[config.mk]
export PLATFORM = sky130hd
export DESIGN_NAME = control_unit_flat
export DESIGN_NICKNAME = d
export VERILOG_FILES = /design/src/rtl/control_unit_pkg.sv /design/src/rtl/control_unit_if.sv /design/src/rtl/control_unit_pc_shadow.sv /design/src/rtl/control_unit.sv /design/src/flat_wrapper.sv
export SDC_FILE = /design/constraint.sdc
export NUM_CORES = 1
export LEC_CHECK = 0
export ABC_AREA = 1
export CORE_ASPECT_RATIO = 1.2
export CORE_UTILIZATION = 40
export CTS_CLUSTER_DIAMETER = 60
export DETAILED_ROUTE_END_ITERATION = 7
export PLACE_DENSITY = 0.72
export SETUP_SLACK_MARGIN = 0.1
export SLEW_MARGIN = 25
export SYNTH_ARGS = -nofsm -noshare
export SYNTH_HDL_FRONTEND = slang
export SYNTH_SLANG_ARGS = --single-unit
[constraint.sdc]
create_clock -name clock -period 4.4 [get_ports clock]
set_clock_uncertainty 0.1 [all_clocks]
set_input_delay 0.88 -clock clock [delete_from_list [all_inputs] [get_ports clock]]
set_output_delay 0.88 -clock clock [all_outputs]
set_load 0.05 [all_outputs]
[src/rtl/control_unit_pkg.sv]
// control_pkg: opcodes, IR field positions, FSM state codes (the step output
// reports these), opcode classes, and the strobe bundle driven by control_unit.
package control_pkg;

  localparam int unsigned IR_W   = 32;
  localparam int unsigned PC_W   = 32;
  localparam int unsigned OPC_W  = 5;
  localparam int unsigned STEP_W = 4;

  // Instruction register field positions
  localparam int unsigned IR_OP_MSB = 31;
  localparam int unsigned IR_OP_LSB = 27;
  localparam int unsigned IR_RA_MSB = 26;
  localparam int unsigned IR_RA_LSB = 23;
  localparam int unsigned IR_RB_MSB = 22;
  localparam int unsigned IR_RB_LSB = 19;
  localparam int unsigned IR_RC_MSB = 18;
  localparam int unsigned IR_RC_LSB = 15;

  localparam logic [OPC_W-1:0] OP_LD   = 5'b00000;
  localparam logic [OPC_W-1:0] OP_LDI  = 5'b00001;
  localparam logic [OPC_W-1:0] OP_ST   = 5'b00010;
  localparam logic [OPC_W-1:0] OP_ADD  = 5'b00011;
  localparam logic [OPC_W-1:0] OP_SUB  = 5'b00100;
  localparam logic [OPC_W-1:0] OP_AND  = 5'b00101;
  localparam logic [OPC_W-1:0] OP_OR   = 5'b00110;
  localparam logic [OPC_W-1:0] OP_SHR  = 5'b00111;
  localparam logic [OPC_W-1:0] OP_SHL  = 5'b01000;
  localparam logic [OPC_W-1:0] OP_ROR  = 5'b01001;
  localparam logic [OPC_W-1:0] OP_ROL  = 5'b01010;
  localparam logic [OPC_W-1:0] OP_ADDI = 5'b01011;
  localparam logic [OPC_W-1:0] OP_ANDI = 5'b01100;
  localparam logic [OPC_W-1:0] OP_ORI  = 5'b01101;
  localparam logic [OPC_W-1:0] OP_MUL  = 5'b01110;
  localparam logic [OPC_W-1:0] OP_DIV  = 5'b01111;
  localparam logic [OPC_W-1:0] OP_NEG  = 5'b10000;
  localparam logic [OPC_W-1:0] OP_NOT  = 5'b10001;
  localparam logic [OPC_W-1:0] OP_NOP  = 5'b11000;
  localparam logic [OPC_W-1:0] OP_HALT = 5'b11001;

  typedef enum logic [STEP_W-1:0] {
    ST_T0   = 4'd0,
    ST_T1   = 4'd1,
    ST_T2   = 4'd2,
    ST_T3   = 4'd3,
    ST_T4   = 4'd4,
    ST_T5   = 4'd5,
    ST_T6   = 4'd6,
    ST_T7   = 4'd7,
    ST_HALT = 4'd8
  } state_e;

  typedef enum logic [3:0] {
    CL_NOP, CL_ALU, CL_IMM, CL_LDI, CL_LD, CL_ST, CL_UNARY, CL_MULDIV, CL_HALT
  } op_class_e;

  typedef struct packed {
    logic pci, pco, iri, iro, mari, maro, mdri, mdro;
    logic hii, hio, loi, loo, ryi, ryo, rzi, rzo, rzhio;
    logic mem_read, mem_write;
    logic csigno, gra, grb, grc, rin, rout, baout;
  } strobes_t;

  // Map an opcode onto the execute sequence it shares with its group
  function automatic op_class_e classify(input logic [OPC_W-1:0] op);
    op_class_e cls;
    cls = CL_NOP;
    case (op)
      OP_ADD, OP_SUB, OP_AND, OP_OR,
      OP_SHR, OP_SHL, OP_ROR, OP_ROL: cls = CL_ALU;
      OP_ADDI, OP_ANDI, OP_ORI:       cls = CL_IMM;
      OP_LDI:                         cls = CL_LDI;
      OP_LD:                          cls = CL_LD;
      OP_ST:                          cls = CL_ST;
      OP_NEG, OP_NOT:                 cls = CL_UNARY;
      OP_MUL, OP_DIV:                 cls = CL_MULDIV;
      OP_HALT:                        cls = CL_HALT;
      OP_NOP:                         cls = CL_NOP;
      default:                        cls = CL_NOP;
    endcase
    return cls;
  endfunction

endpackage

[src/rtl/control_unit_if.sv]
// control_unit_if: control bundle between control_unit (master) and the
// datapath (slave).
//   ir            datapath -> control   instruction register contents
//   pc_immediate  control  -> datapath  PC load value (valid while pci)
//   strobes       control  -> datapath  register / memory / select strobes
//   halted, step  control  -> datapath  status and debug state code
interface control_unit_if;

  logic [control_pkg::IR_W-1:0]   ir;
  logic [control_pkg::PC_W-1:0]   pc_immediate;
  logic pci, pco, iri, iro, mari, maro, mdri, mdro;
  logic hii, hio, loi, loo, ryi, ryo, rzi, rzo, rzhio;
  logic mem_read, mem_write;
  logic csigno, gra, grb, grc, rin, rout, baout;
  logic                           halted;
  logic [control_pkg::STEP_W-1:0] step;

  modport master (
    input  ir,
    output pc_immediate,
    output pci, pco, iri, iro, mari, maro, mdri, mdro,
    output hii, hio, loi, loo, ryi, ryo, rzi, rzo, rzhio,
    output mem_read, mem_write,
    output csigno, gra, grb, grc, rin, rout, baout,
    output halted, step
  );

  modport slave (
    output ir,
    input  pc_immediate,
    input  pci, pco, iri, iro, mari, maro, mdri, mdro,
    input  hii, hio, loi, loo, ryi, ryo, rzi, rzo, rzhio,
    input  mem_read, mem_write,
    input  csigno, gra, grb, grc, rin, rout, baout,
    input  halted, step
  );

endinterface

[src/rtl/control_unit_pc_shadow.sv]
// pc_shadow: 32-bit shadow program counter, increments when inc_en_i is high.
//   clock     rising-edge clock
//   clear     asynchronous active-low clear (count returns to 0)
//   inc_en_i  increment enable
//   count_o   current count (wraps 0xFFFFFFFF -> 0)
module pc_shadow
  import control_pkg::*;
(
  input  logic            clock,
  input  logic            clear,
  input  logic            inc_en_i,
  output logic [PC_W-1:0] count_o
);

  logic [PC_W-1:0] count_q, count_d;

  always_comb begin
    count_d = count_q;
    if (inc_en_i) count_d = count_q + PC_W'(1);
  end

  always_ff @(posedge clock or negedge clear) begin
    if (!clear) count_q <= '0;
    else        count_q <= count_d;
  end

  assign count_o = count_q;

endmodule

[src/rtl/control_unit.sv]
// control_unit: Moore sequencing FSM. Three-cycle fetch (T0-T2) followed by an
// opcode-specific execute sequence (T3-T7); HALT is left only through clear.
//   clock  rising-edge clock
//   clear  asynchronous active-low reset (state -> T0, pc_shadow -> 0)
//   cu     control_unit_if.master: ir in; pc_immediate, strobes, halted, step out
// Build option: define MULDIV_EN to enable the mul/div sequence; otherwise
// mul/div execute as nop and hii/loi/rzhio stay 0.
module control_unit
  import control_pkg::*;
(
  input  logic           clock,
  input  logic           clear,
  control_unit_if.master cu
);

`ifdef MULDIV_EN
  localparam bit MULDIV_ON = 1'b1;
`else
  localparam bit MULDIV_ON = 1'b0;
`endif

  state_e          state_q, state_d;
  op_class_e       cls_c;
  strobes_t        strb_c;
  logic [PC_W-1:0] pc_q;
  logic            unused_ir;

  // Register fields are decoded by the datapath, not here
  assign unused_ir = ^{cu.ir[IR_RA_MSB:IR_RA_LSB], cu.ir[IR_RB_MSB:IR_RB_LSB],
                       cu.ir[IR_RC_MSB:IR_RC_LSB], cu.ir[IR_RC_LSB-1:0]};

  // Opcode class; mul/div fall back to nop when the unit is not built
  always_comb begin
    cls_c = classify(cu.ir[IR_OP_MSB:IR_OP_LSB]);
    if (cls_c == CL_MULDIV && !MULDIV_ON) cls_c = CL_NOP;
  end

  // Next-state
  always_comb begin
    state_d = state_q;
    case (state_q)
      ST_T0: state_d = ST_T1;
      ST_T1: state_d = ST_T2;
      ST_T2: state_d = ST_T3;
      ST_T3: begin
        case (cls_c)
          CL_HALT: state_d = ST_HALT;
          CL_NOP:  state_d = ST_T0;
          default: state_d = ST_T4;
        endcase
      end
      ST_T4: state_d = ST_T5;
      ST_T5: state_d = (cls_c inside {CL_LD, CL_ST, CL_MULDIV}) ? ST_T6 : ST_T0;
      ST_T6: state_d = (cls_c == CL_MULDIV) ? ST_T0 : ST_T7;
      ST_T7: state_d = ST_T0;
      ST_HALT: state_d = ST_HALT;
      default: state_d = ST_T0;
    endcase
  end

  always_ff @(posedge clock or negedge clear) begin
    if (!clear) state_q <= ST_T0;
    else        state_q <= state_d;
  end

  // Moore strobe decode: depends on state (and the held IR from T3 on) only,
  // so clear removes any in-flight strobe immediately
  always_comb begin
    strb_c = '0;
    case (state_q)
      ST_T0: begin strb_c.pco = 1'b1; strb_c.mari = 1'b1; strb_c.pci = 1'b1; end
      ST_T1: begin strb_c.mem_read = 1'b1; strb_c.mdri = 1'b1; end
      ST_T2: begin strb_c.mdro = 1'b1; strb_c.iri = 1'b1; end
      ST_T3: begin
        case (cls_c)
          CL_ALU, CL_IMM, CL_UNARY: begin
            strb_c.grb = 1'b1; strb_c.rout = 1'b1; strb_c.ryi = 1'b1;
          end
          CL_LDI, CL_LD, CL_ST: begin
            strb_c.grb = 1'b1; strb_c.baout = 1'b1; strb_c.ryi = 1'b1;
          end
          CL_MULDIV: begin
            strb_c.gra = 1'b1; strb_c.rout = 1'b1; strb_c.ryi = 1'b1;
          end
          default: ;
        endcase
      end
      ST_T4: begin
        case (cls_c)
          CL_ALU: begin strb_c.grc = 1'b1; strb_c.rout = 1'b1; strb_c.rzi = 1'b1; end
          CL_IMM, CL_LDI, CL_LD, CL_ST: begin strb_c.csigno = 1'b1; strb_c.rzi = 1'b1; end
          CL_UNARY: strb_c.rzi = 1'b1;
          CL_MULDIV: begin strb_c.grb = 1'b1; strb_c.rout = 1'b1; strb_c.rzi = 1'b1; end
          default: ;
        endcase
      end
      ST_T5: begin
        strb_c.rzo = 1'b1;
        case (cls_c)
          CL_LD, CL_ST: strb_c.mari = 1'b1;
          CL_MULDIV:    strb_c.loi = 1'b1;
          default: begin strb_c.gra = 1'b1; strb_c.rin = 1'b1; end
        endcase
      end
      ST_T6: begin
        case (cls_c)
          CL_LD: begin strb_c.mem_read = 1'b1; strb_c.mdri = 1'b1; end
          // mem_read low: MDR takes the register value from the bus
          CL_ST: begin strb_c.gra = 1'b1; strb_c.rout = 1'b1; strb_c.mdri = 1'b1; end
          CL_MULDIV: begin strb_c.rzhio = 1'b1; strb_c.hii = 1'b1; end
          default: ;
        endcase
      end
      ST_T7: begin
        if (cls_c == CL_ST) strb_c.mem_write = 1'b1;
        else begin strb_c.mdro = 1'b1; strb_c.gra = 1'b1; strb_c.rin = 1'b1; end
      end
      default: ;
    endcase
  end

  pc_shadow u_pc_shadow (
    .clock    (clock),
    .clear    (clear),
    .inc_en_i (state_q == ST_T0),
    .count_o  (pc_q)
  );

  assign cu.pc_immediate = pc_q + PC_W'(1);
  assign cu.halted       = (state_q == ST_HALT);
  assign cu.step         = state_q;

  assign cu.pci       = strb_c.pci;
  assign cu.pco       = strb_c.pco;
  assign cu.iri       = strb_c.iri;
  assign cu.iro       = strb_c.iro;
  assign cu.mari      = strb_c.mari;
  assign cu.maro      = strb_c.maro;
  assign cu.mdri      = strb_c.mdri;
  assign cu.mdro      = strb_c.mdro;
  assign cu.hii       = strb_c.hii;
  assign cu.hio       = strb_c.hio;
  assign cu.loi       = strb_c.loi;
  assign cu.loo       = strb_c.loo;
  assign cu.ryi       = strb_c.ryi;
  assign cu.ryo       = strb_c.ryo;
  assign cu.rzi       = strb_c.rzi;
  assign cu.rzo       = strb_c.rzo;
  assign cu.rzhio     = strb_c.rzhio;
  assign cu.mem_read  = strb_c.mem_read;
  assign cu.mem_write = strb_c.mem_write;
  assign cu.csigno    = strb_c.csigno;
  assign cu.gra       = strb_c.gra;
  assign cu.grb       = strb_c.grb;
  assign cu.grc       = strb_c.grc;
  assign cu.rin       = strb_c.rin;
  assign cu.rout      = strb_c.rout;
  assign cu.baout     = strb_c.baout;

endmodule

[src/flat_wrapper.sv]
// flat-port wrapper written by rule: the top's interface ports become plain ports
module control_unit_flat import control_pkg::*;
  (clock, clear, cu_ir, cu_pc_immediate, cu_pci, cu_pco, cu_iri, cu_iro, cu_mari, cu_maro, cu_mdri, cu_mdro, cu_hii, cu_hio, cu_loi, cu_loo, cu_ryi, cu_ryo, cu_rzi, cu_rzo, cu_rzhio, cu_mem_read, cu_mem_write, cu_csigno, cu_gra, cu_grb, cu_grc, cu_rin, cu_rout, cu_baout, cu_halted, cu_step);
  control_unit_if cu_i ();
  input  logic clock;
  input  logic clear;
  input wire logic [$bits(cu_i.ir)-1:0] cu_ir;
  output wire logic [$bits(cu_i.pc_immediate)-1:0] cu_pc_immediate;
  output wire logic [$bits(cu_i.pci)-1:0] cu_pci;
  output wire logic [$bits(cu_i.pco)-1:0] cu_pco;
  output wire logic [$bits(cu_i.iri)-1:0] cu_iri;
  output wire logic [$bits(cu_i.iro)-1:0] cu_iro;
  output wire logic [$bits(cu_i.mari)-1:0] cu_mari;
  output wire logic [$bits(cu_i.maro)-1:0] cu_maro;
  output wire logic [$bits(cu_i.mdri)-1:0] cu_mdri;
  output wire logic [$bits(cu_i.mdro)-1:0] cu_mdro;
  output wire logic [$bits(cu_i.hii)-1:0] cu_hii;
  output wire logic [$bits(cu_i.hio)-1:0] cu_hio;
  output wire logic [$bits(cu_i.loi)-1:0] cu_loi;
  output wire logic [$bits(cu_i.loo)-1:0] cu_loo;
  output wire logic [$bits(cu_i.ryi)-1:0] cu_ryi;
  output wire logic [$bits(cu_i.ryo)-1:0] cu_ryo;
  output wire logic [$bits(cu_i.rzi)-1:0] cu_rzi;
  output wire logic [$bits(cu_i.rzo)-1:0] cu_rzo;
  output wire logic [$bits(cu_i.rzhio)-1:0] cu_rzhio;
  output wire logic [$bits(cu_i.mem_read)-1:0] cu_mem_read;
  output wire logic [$bits(cu_i.mem_write)-1:0] cu_mem_write;
  output wire logic [$bits(cu_i.csigno)-1:0] cu_csigno;
  output wire logic [$bits(cu_i.gra)-1:0] cu_gra;
  output wire logic [$bits(cu_i.grb)-1:0] cu_grb;
  output wire logic [$bits(cu_i.grc)-1:0] cu_grc;
  output wire logic [$bits(cu_i.rin)-1:0] cu_rin;
  output wire logic [$bits(cu_i.rout)-1:0] cu_rout;
  output wire logic [$bits(cu_i.baout)-1:0] cu_baout;
  output wire logic [$bits(cu_i.halted)-1:0] cu_halted;
  output wire logic [$bits(cu_i.step)-1:0] cu_step;
  assign cu_i.ir = cu_ir;
  assign cu_pc_immediate = cu_i.pc_immediate;
  assign cu_pci = cu_i.pci;
  assign cu_pco = cu_i.pco;
  assign cu_iri = cu_i.iri;
  assign cu_iro = cu_i.iro;
  assign cu_mari = cu_i.mari;
  assign cu_maro = cu_i.maro;
  assign cu_mdri = cu_i.mdri;
  assign cu_mdro = cu_i.mdro;
  assign cu_hii = cu_i.hii;
  assign cu_hio = cu_i.hio;
  assign cu_loi = cu_i.loi;
  assign cu_loo = cu_i.loo;
  assign cu_ryi = cu_i.ryi;
  assign cu_ryo = cu_i.ryo;
  assign cu_rzi = cu_i.rzi;
  assign cu_rzo = cu_i.rzo;
  assign cu_rzhio = cu_i.rzhio;
  assign cu_mem_read = cu_i.mem_read;
  assign cu_mem_write = cu_i.mem_write;
  assign cu_csigno = cu_i.csigno;
  assign cu_gra = cu_i.gra;
  assign cu_grb = cu_i.grb;
  assign cu_grc = cu_i.grc;
  assign cu_rin = cu_i.rin;
  assign cu_rout = cu_i.rout;
  assign cu_baout = cu_i.baout;
  assign cu_halted = cu_i.halted;
  assign cu_step = cu_i.step;
  control_unit u_core (.clock(clock), .clear(clear), .cu(cu_i));
endmodule
### Word level (Yosys, flattened, before mapping)

Memory sizes are Yosys's and may differ from the RTL's.
Index checks and enable logic that the tools add are counted.

| word-level totals | value |
|---|---|
| bits in registers | 36 |
| bits in latches | 0 |
| bits in writable memories | 0 |
| bits in read-only memories | 128 |
| input bits | 34 |
| output and inout bits | 63 |
| logic and storage cells | 69 |
| memories | 1 |

| operators by class | value |
|---|---|
| add/subtract/negate cells | 1 |
| $mul | 0 |
| div/mod/pow operators | 0 |
| magnitude comparators | 0 |
| equality and inequality tests | 17 |
| shift-type cells | 0 |
| muxes and demuxes | 37 |
| bitwise gates (word level) | 0 |
| reductions and logical operators | 11 |

Memory list:

| memory | words | width | read ports | clocked after Yosys merged registers in | write ports | RTL line | RTL |
|---|---|---|---|---|---|---|---|
| (no name shown) | 32 | 4 | 1 | 0 | 0 | control_unit_pkg.sv:68 | `case (op)` |

Operators by type and width:

| cell | number |
|---|---|
| 4-bit by 3-bit == test with 1-bit output (second input constant) | 9 |
| 32-bit by 1-bit adder with 32-bit output (second input constant) | 1 |
| 4-bit case mux with 8 select lines | 1 |
| 1-bit two-way mux | 23 |
| 4-bit by 2-bit == test with 1-bit output (second input constant) | 4 |
| 1-bit case mux with 2 select lines | 6 |
| 4-bit by 1-bit == test with 1-bit output (second input constant) | 2 |
| 4-bit == test (second input constant) | 2 |
| 4-bit logical NOT | 2 |
| 4-bit case mux with 2 select lines | 1 |
| 4-bit OR reduction | 2 |
| 7-bit OR reduction | 1 |
| 3-bit two-way mux | 2 |
| 3-bit OR reduction | 2 |
| 6-bit OR reduction | 1 |
| 4-bit two-way mux | 1 |
| 1-bit case mux with 4 select lines | 1 |
| 2-bit OR reduction | 2 |
| 1-bit case mux with 3 select lines | 1 |
| 3-bit nonzero test | 1 |
| 2-bit two-way mux | 1 |

### Logic depth before layout (Yosys ltp)

Gate-level depths: netlist (run 1).
An unclocked memory read counts as a cell.

| logic depth | value |
|---|---|
| depth in word-level cells | 7 |
| mapped depth | 10 |
| gate-level depth less buffers | 10 |

### By module

Synthesis (run 1) repeated with hierarchy kept, for this count alone.

| second synthesis, totals | value |
|---|---|
| cells, all modules | 489 |
| area total of the unflattened synthesis | 3233.1 um^2 |

By module, submodules not included:

| module | times used | cells each | area each (um^2) | sequential area each (um^2) |
|---|---|---|---|---|
| pc_shadow | 1 | 226 | 1790.5 | 800.8 |
| control_unit | 1 | 263 | 1442.6 | 100.1 |

### Worst setup path after synthesis (run 1)

Ideal clock, no wire load.

| timing path | value |
|---|---|
| path type | input to output |
| from | input cu_ir[29] |
| to | output cu_mem_read |
| arrival | 2501 ps |
| required time | 3420 ps |
| path slack | 919 ps |
| cell stages on the path | 7 |
| path buffers | 0 |
| cells stage by stage | nor2_1 a21oi_1 inv_1 nand2_1 inv_1 nand2_1 o21ai_0 |

| between the ends | value |
|---|---|
| longest elaborated chain between the ends | 6 |

RTL lines:

| element | RTL line | RTL |
|---|---|---|
| from (decl) | flat_wrapper.sv:7 | `input wire logic [$bits(cu_i.ir)-1:0] cu_ir;` |
| memory 32 x 4 bit (*) | - |  |
| 4-bit by 3-bit == test with 1-bit output | control_unit.sv:35 | `if (cls_c == CL_MULDIV && !MULDIV_ON) cls_c = CL_NOP;` |
| 4-bit two-way mux (*) | control_unit.sv:35 |  |
| 4-bit by 3-bit == test with 1-bit output (*) | control_unit.sv:106 | `case (cls_c)` |
| 1-bit two-way mux (*) | control_unit.sv:106 |  |
| 1-bit case mux with 2 select lines (*) | control_unit.sv:70 | `case (state_q)` |
| to (decl) | flat_wrapper.sv:26 | `output wire logic [$bits(cu_i.mem_read)-1:0] cu_mem_read;` |

Mark *: on every way between the ends. The rest lies on a longest branch, timed or not.

### Worst setup path after layout (run 1)

| timing path | value |
|---|---|
| from | input cu_ir[27] |
| to | output cu_grc |

| between the ends | value |
|---|---|
| longest elaborated chain between the ends | 6 |

RTL lines:

| element | RTL line | RTL |
|---|---|---|
| memory 32 x 4 bit (*) | - |  |
| 4-bit by 3-bit == test with 1-bit output | control_unit.sv:35 |  |
| 4-bit two-way mux (*) | control_unit.sv:35 |  |
| 4-bit by 1-bit == test with 1-bit output (*) | control_unit.sv:89 | `case (cls_c)` |
| 1-bit two-way mux (*) | control_unit.sv:89 |  |
| 1-bit two-way mux (*) | control_unit.sv:70 |  |
| to (decl) | flat_wrapper.sv:31 | `output wire logic [$bits(cu_i.grc)-1:0] cu_grc;` |

Marked as above.

==> run summary, run 1 <==
The run finished with clean final reports. The count of distinct cell types in the synthesized netlist came out at 32. At the worst endpoint, the arrival time is 3090 ps. In this run the register-to-register setup slack is 2450 ps.

The antenna diode count came out at 0. The power per cell area came out at 441 nW/µm². The total area of sequential cells is 901 µm². The fraction of the cycle the final worst path needs came out at 0.924.

The top-level I/O count is 97. In the final layout, the share of cells above drive strength 1 is 0.0663. The share of the core filled with cells in the final layout came out at 0.532. The critical path starts at cu_ir[27].

For this block, the routed nets add up to 7.14 mm of wire. The total clock sinks is 36. The overall die width came out at 77.1 µm. For the worst setup path, the data required time is 3420 ps. The y dimension of the die came out at 92.2 µm. The finished cells cover 3450 µm². The total number of H-tree levels is 2. The count of placed standard cells in the final layout, fillers left out came out at 568.

The number of violations reported at the end of detailed-routing iteration 0 came out at 200. The post-DP HPWL came out at 5.48 mm. The cell depth of the worst hold path is 1. The number of synthesized flops with an enable pin is 0.

The vias after detailed routing is 2803. TritonCTS built the clock tree. In the synthesized netlist the dominant register cell turns out to be dfrtp_1. The clock reaches the later pin of the worst-skew pair after 300 ps.

The startpoint type of the worst setup path is an input port. The share of flip-flops with an asynchronous set or reset after synthesis came out at 1.00. The worst hold path terminates at u_core.cu.step[0].

The number of buffers added on ports came out at 61. The number of cells traversed by the worst register-to-register path came out at 10. The final hold slack came out at 384 ps. After detailed placement, the design holds a cell count of 560.

The synthesis-to-finish area growth is 27.3%. The first-pass GRT wire length came out at 11.9 mm. The post-route DRC violation count came out at 0.

Yosys printed 0 warnings. The proportion of synthesized chip area in sequential cells is 0.332. In this run, synthesis produced a sequential element count of 36. The worst setup path is captured at an output port. The startpoint identified for the worst register-to-register timing path is u_core.u_pc_shadow.count_o[0]. The number of clock buffers inserted by TritonCTS is 5. Headroom to the max-slew limit came out at 0.443.

The number of fill cells is 668. The leakage component of the power is 1.59 nW. In the global route stage, overall resource usage came out at 0.213.

The post-synthesis cell count is 421. The tree is rooted in a clkbuf_8. The number of detailed-route iterations in the first pass came out at 4. The worst register-to-register path ends at u_core.u_pc_shadow.count_o[26]. For the pin with the worst max-slew slack, the measured transition is 835 ps.

The setup TNS after final layout is 0 ps. Summing all placed instances gives a cell area of 3350 µm². The worst hold path belongs to the class reg2reg.

The number of buffers on the longest clock path is 2. The maximum net fanout on the critical path came out at 6. The mean cell area of the mapped netlist came out at 6.44 µm². The critical path is of the in2out type. The worst path needs 4070 ps of the cycle, external delays included. In this run the remaining antenna-violating nets after routing total 0. The floorplan has 32 rows. The hold violation total from the final report came out at 0. The final-report max-slew violation count is 0. The full die area is 7110 µm². The aggregate global routing overflow came out at 0. The initial antenna violation count is 0. The pin count of the biggest net entering global routing came out at 37.

The maximum clock frequency came out at 246 MHz. The initial cell density of the core is 0.418. The layout net count came out at 517. The number of maximum-capacitance violations is 0. After detailed routing, the number of vias per cell comes to 4.93. The combined area of the multi-input logic cells is 1570 µm². Setup repair after global routing left no endpoint under its margin. Setup violations remaining at the end of the flow were counted as 0.

The global placement routability congestion came out at 0.900. The count of hold buffers inserted by post-cts repair came out at 0. The via count of the first global-routing pass is 2714. In this run the cell area of the synthesized design comes to 2710 µm². The placeable core area came out at 6490 µm². The worst hold path begins at u_core.cu.step[3]. The CTS clock-pin slew for the worst setup and hold paths came out at 80 ps. The worst voltage drop across the vdd grid came out at 0.000459 V.

The wire length per cell came out at 12.6 µm.
## what timing repair did
action / in CTS / in global routing
endpoints found under the setup margin: 0 / 3
buffers inserted: 0 / 0
gates resized for setup: 0 / 3
## placed cells by master (no fill, tap or decap), drive strengths merged, types with 3 or more instances in the layout
cell type,synthesis,final
clkbuf,5,6
xor2,14,14
dfrtp,36,36
nand2,165,165
buf,10,6
and2,4,4
inv,45,45
dlymetal6s2s,0,3
o21ai,26,26
nor2,60,60
nand3,18,18
nand3b,7,7
nor3,14,14
clkdlybuf4s50,0,53
a21oi,3,3
nand4,8,8
conb,1,8
## per-stage QoR
| step | power [mW] | worst slack, ps |
|---|---|---|
| final | 1.52 | 332 |
| after global routing | 1.59 | 166 |
| after CTS | 1.53 | 241 |
| after detailed placement | 1.27 | 248 |
| after global placement | 1.27 | 273 |
| after floorplan | 1.03 | 919 |
## final cells by class
class | instances | area share
Inverter | 45 | 0.0490
Clock inverter | 2 | 0.00290
Clock buffer | 6 | 0.0239
Multi-Input combinational cell | 332 | 0.455
Timing Repair Buffer | 62 | 0.177
Sequential cell | 36 | 0.261
Tap cell | 85 | 0.0308
## routing by layer
layer,vias to the layer above,global-route usage,part of all wire
met5,-,0,0
met4,0,0.0943,0.032
met3,18,0.0507,0.070
met2,94,0.381,0.49
met1,1276,0.236,0.41
li1,1415,-,-
## report_power, final
part	internal (mW)	total [mW]	switching (mW)
combinational	0.236	0.861	0.626
sequential	0.363	0.406	0.0434
clock	0.125	0.253	0.128
## kinds of logic after synthesis
group	share of synthesized area
AND/OR/NAND/NOR	0.444
AO/OA/AOI/OAI	0.0605
flip-flops	0.332
XOR/XNOR	0.0572
adder cells (fa/ha/maj)	0.00462
buffers and inverters	0.0997
other	0.00138
## registers in the layout, indices dropped and copies added, names as in the netlist
name and flops:
u_core.u_pc_shadow.count_o 32, u_core.cu.step 4
## cell usage after synthesis, types with 2 or more instances
cell type | number | area [µm²]
a21oi_1 | 3 | 15.0
and2_1 | 3 | 18.8
buf_4 | 9 | 67.6
clkbuf_1 | 4 | 15.0
dfrtp_1 | 36 | 901
inv_1 | 44 | 165
nand2_1 | 161 | 604
nand2_2 | 3 | 18.8
nand3_1 | 17 | 85.1
nand3b_1 | 7 | 52.6
nand4_1 | 8 | 50.1
nor2_1 | 55 | 206
nor2_2 | 2 | 12.5
nor2_4 | 3 | 33.8
nor3_1 | 11 | 55.1
nor3_2 | 2 | 20.0
o21ai_0 | 24 | 120
o21bai_1 | 2 | 15.0
xnor2_1 | 2 | 17.5
xor2_1 | 12 | 105
xor2_2 | 2 | 32.5
## worst max-delay path, stage by stage
cell and delay, ps:
clkdlybuf4s50_1 580, inv_1 100, nand3_1 110, nand2_1 60, nor2_1 220, nand2_1 130
nor3_1 170, clkdlybuf4s50_1 830
## how the worst max path moves through the flow
stage / end / slack [ps] / cells past startpoint
detailed placement: cu_rzi / 250 / 9
floorplan: cu_mem_read / 920 / 7
global placement: cu_rzi / 270 / 9
finish: cu_grc / 330 / 8
global route: cu_mem_write / 170 / 9
CTS: cu_rzi / 240 / 9
(Power assumes the default switching activity.)
==> inputs of run 2 (changes only) <==
--- a/config.mk
+++ b/config.mk
@@ -7,11 +7,12 @@
 export LEC_CHECK = 0
 export ABC_AREA = 1
 export CORE_ASPECT_RATIO = 1.2
-export CORE_UTILIZATION = 40
+export CORE_MARGIN = 5
+export CORE_UTILIZATION = 35
 export CTS_CLUSTER_DIAMETER = 60
 export DETAILED_ROUTE_END_ITERATION = 7
-export PLACE_DENSITY = 0.72
-export SETUP_SLACK_MARGIN = 0.1
+export PLACE_DENSITY = 0.64
+export SETUP_SLACK_MARGIN = 0.05
 export SLEW_MARGIN = 25
 export SYNTH_ARGS = -nofsm -noshare
 export SYNTH_HDL_FRONTEND = slang
==> run summary, run 2 (synthesized netlist as in run 1, its figures left out) <==
The net switching fraction of the power is 0.529. The filler cells instantiated in the layout total 810. The full die area is 9610 µm².

The internal power contribution is 0.701 mW. Across the run, the number of max-cap violations was 0. The setup TNS after final layout came out at 0 ps. The clock latency at the later pin of the worst-skew pair is 290 ps. The number of buffers on the longest clock path came out at 2. The master cell of the clock root buffer is clkbuf_8. The detailed router finished its first iteration with 121 violations. For this design the total switching power over the nets is 0.789 mW.

The relative contribution of combinational cells to total power came out at 0.582. The initial cell density of the core is 0.356. The classification of the worst-slack hold path is reg2reg. 0 antenna diodes ended up in the layout. The total number of H-tree levels came out at 2. From bottom edge to top edge, the die measures 106 µm. Leaving out fill and tap cells, the most frequent cells in the layout are nand2_1, clkdlybuf4s50_1, nor2_1, inv_1, dfrtp_1. The setup-violating endpoint count in the final report came out at 0. The register with the most flip-flops in the layout has 32 of them. The total clock sinks came out at 36. The share of total power dissipated in the clock network is 0.146. The startpoint type of the worst setup path is an input port. The global placement routability congestion is 0.850. Across every metal layer, demand over resource in global routing totals 0.159. The hold violation total from the final report is 0. The count of buffers added on input and output ports is 61. Of the cells placed in the final design, the portion with a size suffix greater than 1 is 0.0604. The number of clock buffers inserted by TritonCTS is 5. The final layout contains routed wiring with a total length of 7.58 mm. The total power is 1.49 mW. At the worst endpoint, the arrival time is 3120 ps. The placeable core area came out at 7620 µm². The slew at the pin with the worst max-slew slack is 870 ps.

The layout net count is 517. The maximum clock frequency is 244 MHz. For this run the aggregate overflow at the end of global routing stands at 0. After detailed routing, the average wire length per cell comes to 13.3 µm. Power spread over the standard cell area amounts to 435 nW/µm².

Hold repair after CTS inserted 0 buffers. The post-route minimum period came out at 4100 ps. Measured against its own limit, the worst slew margin works out to 0.420. The share of total power dissipated in sequential elements is 0.272. Setup repair after global routing left no endpoint under its margin. The post-route DRC violation count came out at 0. After clock tree synthesis, the clock-pin slew on the worst setup and hold paths is 70 ps. Leaving out filler cells and counting taps, the final layout contains 572.

The synthesis-to-finish area growth came out at 26.5%. The flow ran to the end, and the final reports show no timing, DRC or antenna violations. At the end of the flow the core is filled with cells to 0.450. The number of detailed-route iterations in the first pass came out at 5. The placement row count is 35. The routed layout has 2727 vias. The most common library cell in the layout ignoring fill and taps is nand2_1. For this design the static power due to leakage is 1.52 nW. The required time at the endpoint of the critical path is 3420 ps. The number of placed instances, taps included, is 567.

The routed via count divided by cell count is 4.77. The quantity of gates resized following cts came out at 0. The maximum net fanout on the critical path came out at 5. The nature of the critical path endpoint is an output port. The pin count of the biggest net entering global routing came out at 53. The final-report max-slew violation count came out at 0. The initial antenna violation count came to 0. 97 I/O pins were placed. The first-pass GRT wire length came out at 12.8 mm.

The via count of the first global-routing pass came to 2771. The fraction of the cycle the final worst path needs is 0.933. The post-CTS setup buffer count is 0. The critical path is of the in2out type. TritonCTS built the clock tree. The number of nets still failing antenna checks after routing is 0. The overall die width came out at 90.3 µm. The worst voltage drop across the vdd grid came out at 0.000500 V. The post-DP HPWL came out at 5.85 mm.
==> run 2: critical path: stages <==
cell and delay [ps]:
clkdlybuf4s50_1 480, nor2_1 260, nand3_1 110, nand3_1 120, nand2_1 120, nand2_1 110
o21ai_1 110, nor2_1 120, clkdlybuf4s50_1 810
==> run 2: metal layers <==
| layer | vias up | part of all wire | routed length [µm] | GRT usage |
|---|---|---|---|---|
| li1 | 1414 | - | - | - |
| met1 | 1218 | 0.41 | 3140 | 0.176 |
| met2 | 80 | 0.49 | 3700 | 0.285 |
| met3 | 15 | 0.073 | 554 | 0.0495 |
| met4 | 0 | 0.026 | 194 | 0.0564 |
| met5 | - | 0 | 0 | 0 |
==> run 2: through the flow <==
step | setup slack, ps | hold slack (ps) | cell area (µm²)
floorplan | 919 | 384 | 2740
detailed placement | 247 | 392 | 3360
global route | 148 | 423 | 3430
global placement | 268 | 374 | 3360
CTS | 240 | 401 | 3430
finish | 295 | 393 | 3430
==> run 2: cell type report <==
type,count,area (µm²),area share
Inverter,45,169,0.0493
Sequential cell,36,901,0.263
Timing Repair Buffer,62,603,0.176
Clock buffer,5,68.8,0.0201
Tap cell,92,115,0.0336
Multi-Input combinational cell,332,1570,0.458
==> run 2: power groups by stage <==
stage	sequential, mW	combinational [mW]	clock (mW)
after floorplan	0.450	0.576	0
after global placement	0.411	0.866	0
final	0.406	0.867	0.217
after detailed placement	0.411	0.867	0
after global routing	0.415	0.920	0.235
after CTS	0.406	0.871	0.225
==> run 2: path summary, 6_finish.rpt <==
path                            cells past startpoint  slack (ps)                          start                        endpoint
worst max-delay path                                9         300                      cu_ir[29]                          cu_ryi
worst min-delay path                                1         390              u_core.cu.step[3]               u_core.cu.step[0]
worst max register to register                     10        2390  u_core.u_pc_shadow.count_o[0]  u_core.u_pc_shadow.count_o[26]
worst min register to register                      1         390              u_core.cu.step[3]               u_core.cu.step[0]
max in group asynchronous                           1        3050                          clear               u_core.cu.step[0]
min in group asynchronous                           1         610                          clear   u_core.u_pc_shadow.count_o[4]
==> inputs of run 3 (changes only) <==
--- a/config.mk
+++ b/config.mk
@@ -6,12 +6,14 @@
 export NUM_CORES = 1
 export LEC_CHECK = 0
 export ABC_AREA = 1
-export CORE_ASPECT_RATIO = 1.2
+export CELL_PAD_IN_SITES_DETAIL_PLACEMENT = 1
+export CELL_PAD_IN_SITES_GLOBAL_PLACEMENT = 1
+export CORE_ASPECT_RATIO = 0.6
 export CORE_MARGIN = 5
-export CORE_UTILIZATION = 35
+export CORE_UTILIZATION = 33
 export CTS_CLUSTER_DIAMETER = 60
 export DETAILED_ROUTE_END_ITERATION = 7
-export PLACE_DENSITY = 0.64
+export PLACE_DENSITY = 0.85
 export SETUP_SLACK_MARGIN = 0.05
 export SLEW_MARGIN = 25
 export SYNTH_ARGS = -nofsm -noshare
==> run summary, run 3 (synthesized netlist as in run 1, its figures left out) <==
The run finished with clean final reports. The layout net count is 517. The hold violation total from the final report came out at 0.

Counting the buffers created by CTS gives 5. The number of detailed-route iterations in the first pass is 4. The total power came out at 1.73 mW. In this run the power density over the cells is 484 nW/µm².

The worst setup path is launched from an input port. In the routed design, unresolved DRC markers number 0. Along the worst path, the maximum fanout reaches 5. The full die area came out at 10200 µm². The top-level I/O count came out at 97. Of the cells placed in the final design, the portion with a size suffix greater than 1 is 0.0663. The setup-violating endpoint count in the final report came out at 0. In the final layout, flip-flops and latches occupy 901 µm².

The number of fill cells came out at 1066. Detailed routing inserted a total of 2883 vias. In this run, the number of DRC markers left after iteration 0 of detailed routing was 112.

The first-pass GRT wire length came out at 15.2 mm. The final instance area came out at 3570 µm². The die is 127 µm wide. After layout, the minimum clock period comes to 4140 ps.

In the finished design, the share of the clock period the worst path needs comes to 0.940. The setup TNS after final layout came out at 0 ps. The cell type of the slowest stage on the worst timing path is clkdlybuf4s50_1.

TritonCTS built the clock tree. The CTS clock-pin slew for the worst setup and hold paths came out at 60 ps. The slew at the pin with the worst max-slew slack is 868 ps. The critical path goes through clkdlybuf4s50_1 -> nor2_1 -> nand3_1 -> nand3_1 -> nand2_1 -> nand2_1 -> o21ai_1 -> nor2_1 -> clkdlybuf4s50_1. For this run, the slowest stage of the critical path takes 810 ps. The worst setup path is of the in2out kind. The worst voltage drop across the vdd grid came out at 0.000349 V. After detailed routing, the average wire length per cell comes to 15.4 µm. Summing all multi-input logic gate instances after layout gives 1570 µm².

The number of maximum-capacitance violations is 0. The via count of the first global-routing pass was 3013. Once placement finished, the instance area stood at 3380 µm². In this run the critical register-to-register path is launched from u_core.u_pc_shadow.count_o[0]. The number of buffers on the longest clock path came out at 2. The most common library cell in the layout ignoring fill and taps is nand2_1. The post-CTS setup buffer count is 0. The worst hold path belongs to the class reg2reg.

The termination of the worst setup path is cu_ryi. Setup repair after global routing could not meet its margin everywhere. After detailed placement, the design holds a cell count of 583. The total number of H-tree levels came out at 2.

The number of nets still failing antenna checks after routing came out at 0. The leakage component of the power is 1.61 nW. The post-DP HPWL came out at 7.23 mm.

The reg-to-reg setup timing slack came out at 2400 ps. The y dimension of the die came out at 80.2 µm. The placeable core area came out at 7950 µm². STA classifies the critical path endpoint as an output port. The number of buffers added on ports came out at 61. The later pin in the worst-skew pair is clocked with a latency of 280 ps. The overall routing resource usage came out at 0.188. The count of hold buffers inserted by post-cts repair is 0.

The count of placed standard cells in the final layout, fillers left out came out at 591. The relative slew slack came out at 0.421. Leaving out fill and tap cells, the most frequent cells in the layout are nand2_1, nor2_1, clkdlybuf4s50_1, inv_1, dfrtp_1. Measured in cells, the most critical reg-to-reg path has a length of 10. Tracing the worst setup path back leads to its startpoint at cu_ir[29]. The aggregate global routing overflow came out at 0. The master cell of the clock root buffer is clkbuf_16.

The number of flip-flops under the largest register name came out at 32. The total clock sinks came out at 36. Entering global routing, the biggest net connects 53 pins. In this run the core area contains 25 standard-cell rows.

The total wire length is 9.10 mm. The routed via count divided by cell count came out at 4.88. The maximum clock frequency came out at 242 MHz. The initial antenna violation count is 0. The tightest hold path in the finished design has a slack of 433 ps. The synthesis-to-finish area growth came out at 31.6%.

The required time at the endpoint of the critical path is 3420 ps. The final-report max-slew violation count is 0. The repair_antennas step left the layout with diodes totalling 0. In this run the critical register-to-register path is captured at u_core.u_pc_shadow.count_o[26].

The initial cell density of the core is 0.341. The global placement routability congestion came out at 0.856. The worst path arrival time came out at 3160 ps.
[run 3: layer usage]
| layer | track usage | vias to the layer above | wire (µm) |
|---|---|---|---|
| met2 | 0.297 | 61 | 3890 |
| met4 | 0.0268 | 0 | 20 |
| li1 | - | 1424 | - |
| met1 | 0.273 | 1396 | 4740 |
| met3 | 0.0332 | 2 | 453 |
| met5 | 0 | - | 0 |
[run 3: where the power goes]
group / switching (mW) / internal [mW]
clock network: 0.140 / 0.298
logic: 0.644 / 0.235
registers: 0.0449 / 0.363
[run 3: critical path: cells and delay by family]
family,cells,cell delay (ps)
buf+inv,2,1280
compound gates,1,120
simple gates,6,890
[run 3: metrics by stage]
step / utilization / setup slack (ps)
5_1_grt: 0.449 / 47.2
2_1_floorplan: - / 919
3_5_place_dp: 0.425 / 161
3_3_place_gp: 0.425 / 235
4_1_cts: 0.448 / 151
6_report: 0.449 / 263
[run 3: how the worst min path moves through the flow]
stage	startpoint	to	slack (ps)	cells past startpoint
after global placement	u_core.cu.step[3]	u_core.cu.step[0]	400	1
final	u_core.cu.step[3]	u_core.cu.step[0]	430	1
after floorplan	u_core.u_pc_shadow.count_o[28]	u_core.u_pc_shadow.count_o[28]	380	2
after detailed placement	u_core.cu.step[3]	u_core.cu.step[0]	410	1
after CTS	u_core.cu.step[3]	u_core.cu.step[0]	420	1
after global routing	u_core.cu.step[3]	u_core.cu.step[0]	450	1
[run 3: layout make-up]
cell class,instances,area share
well taps,108,0.0379
clock buffers,7,0.0428
clock inverters,1,0.00842
inverters,45,0.0474
repair buffers,62,0.171
multi-input cells,332,0.440
flip-flops and latches,36,0.253
[run 3: repair_timing]
item	CTS	global route
endpoints found under the hold margin	0	0
resized for setup	0	3
endpoints found under the setup margin	0	4
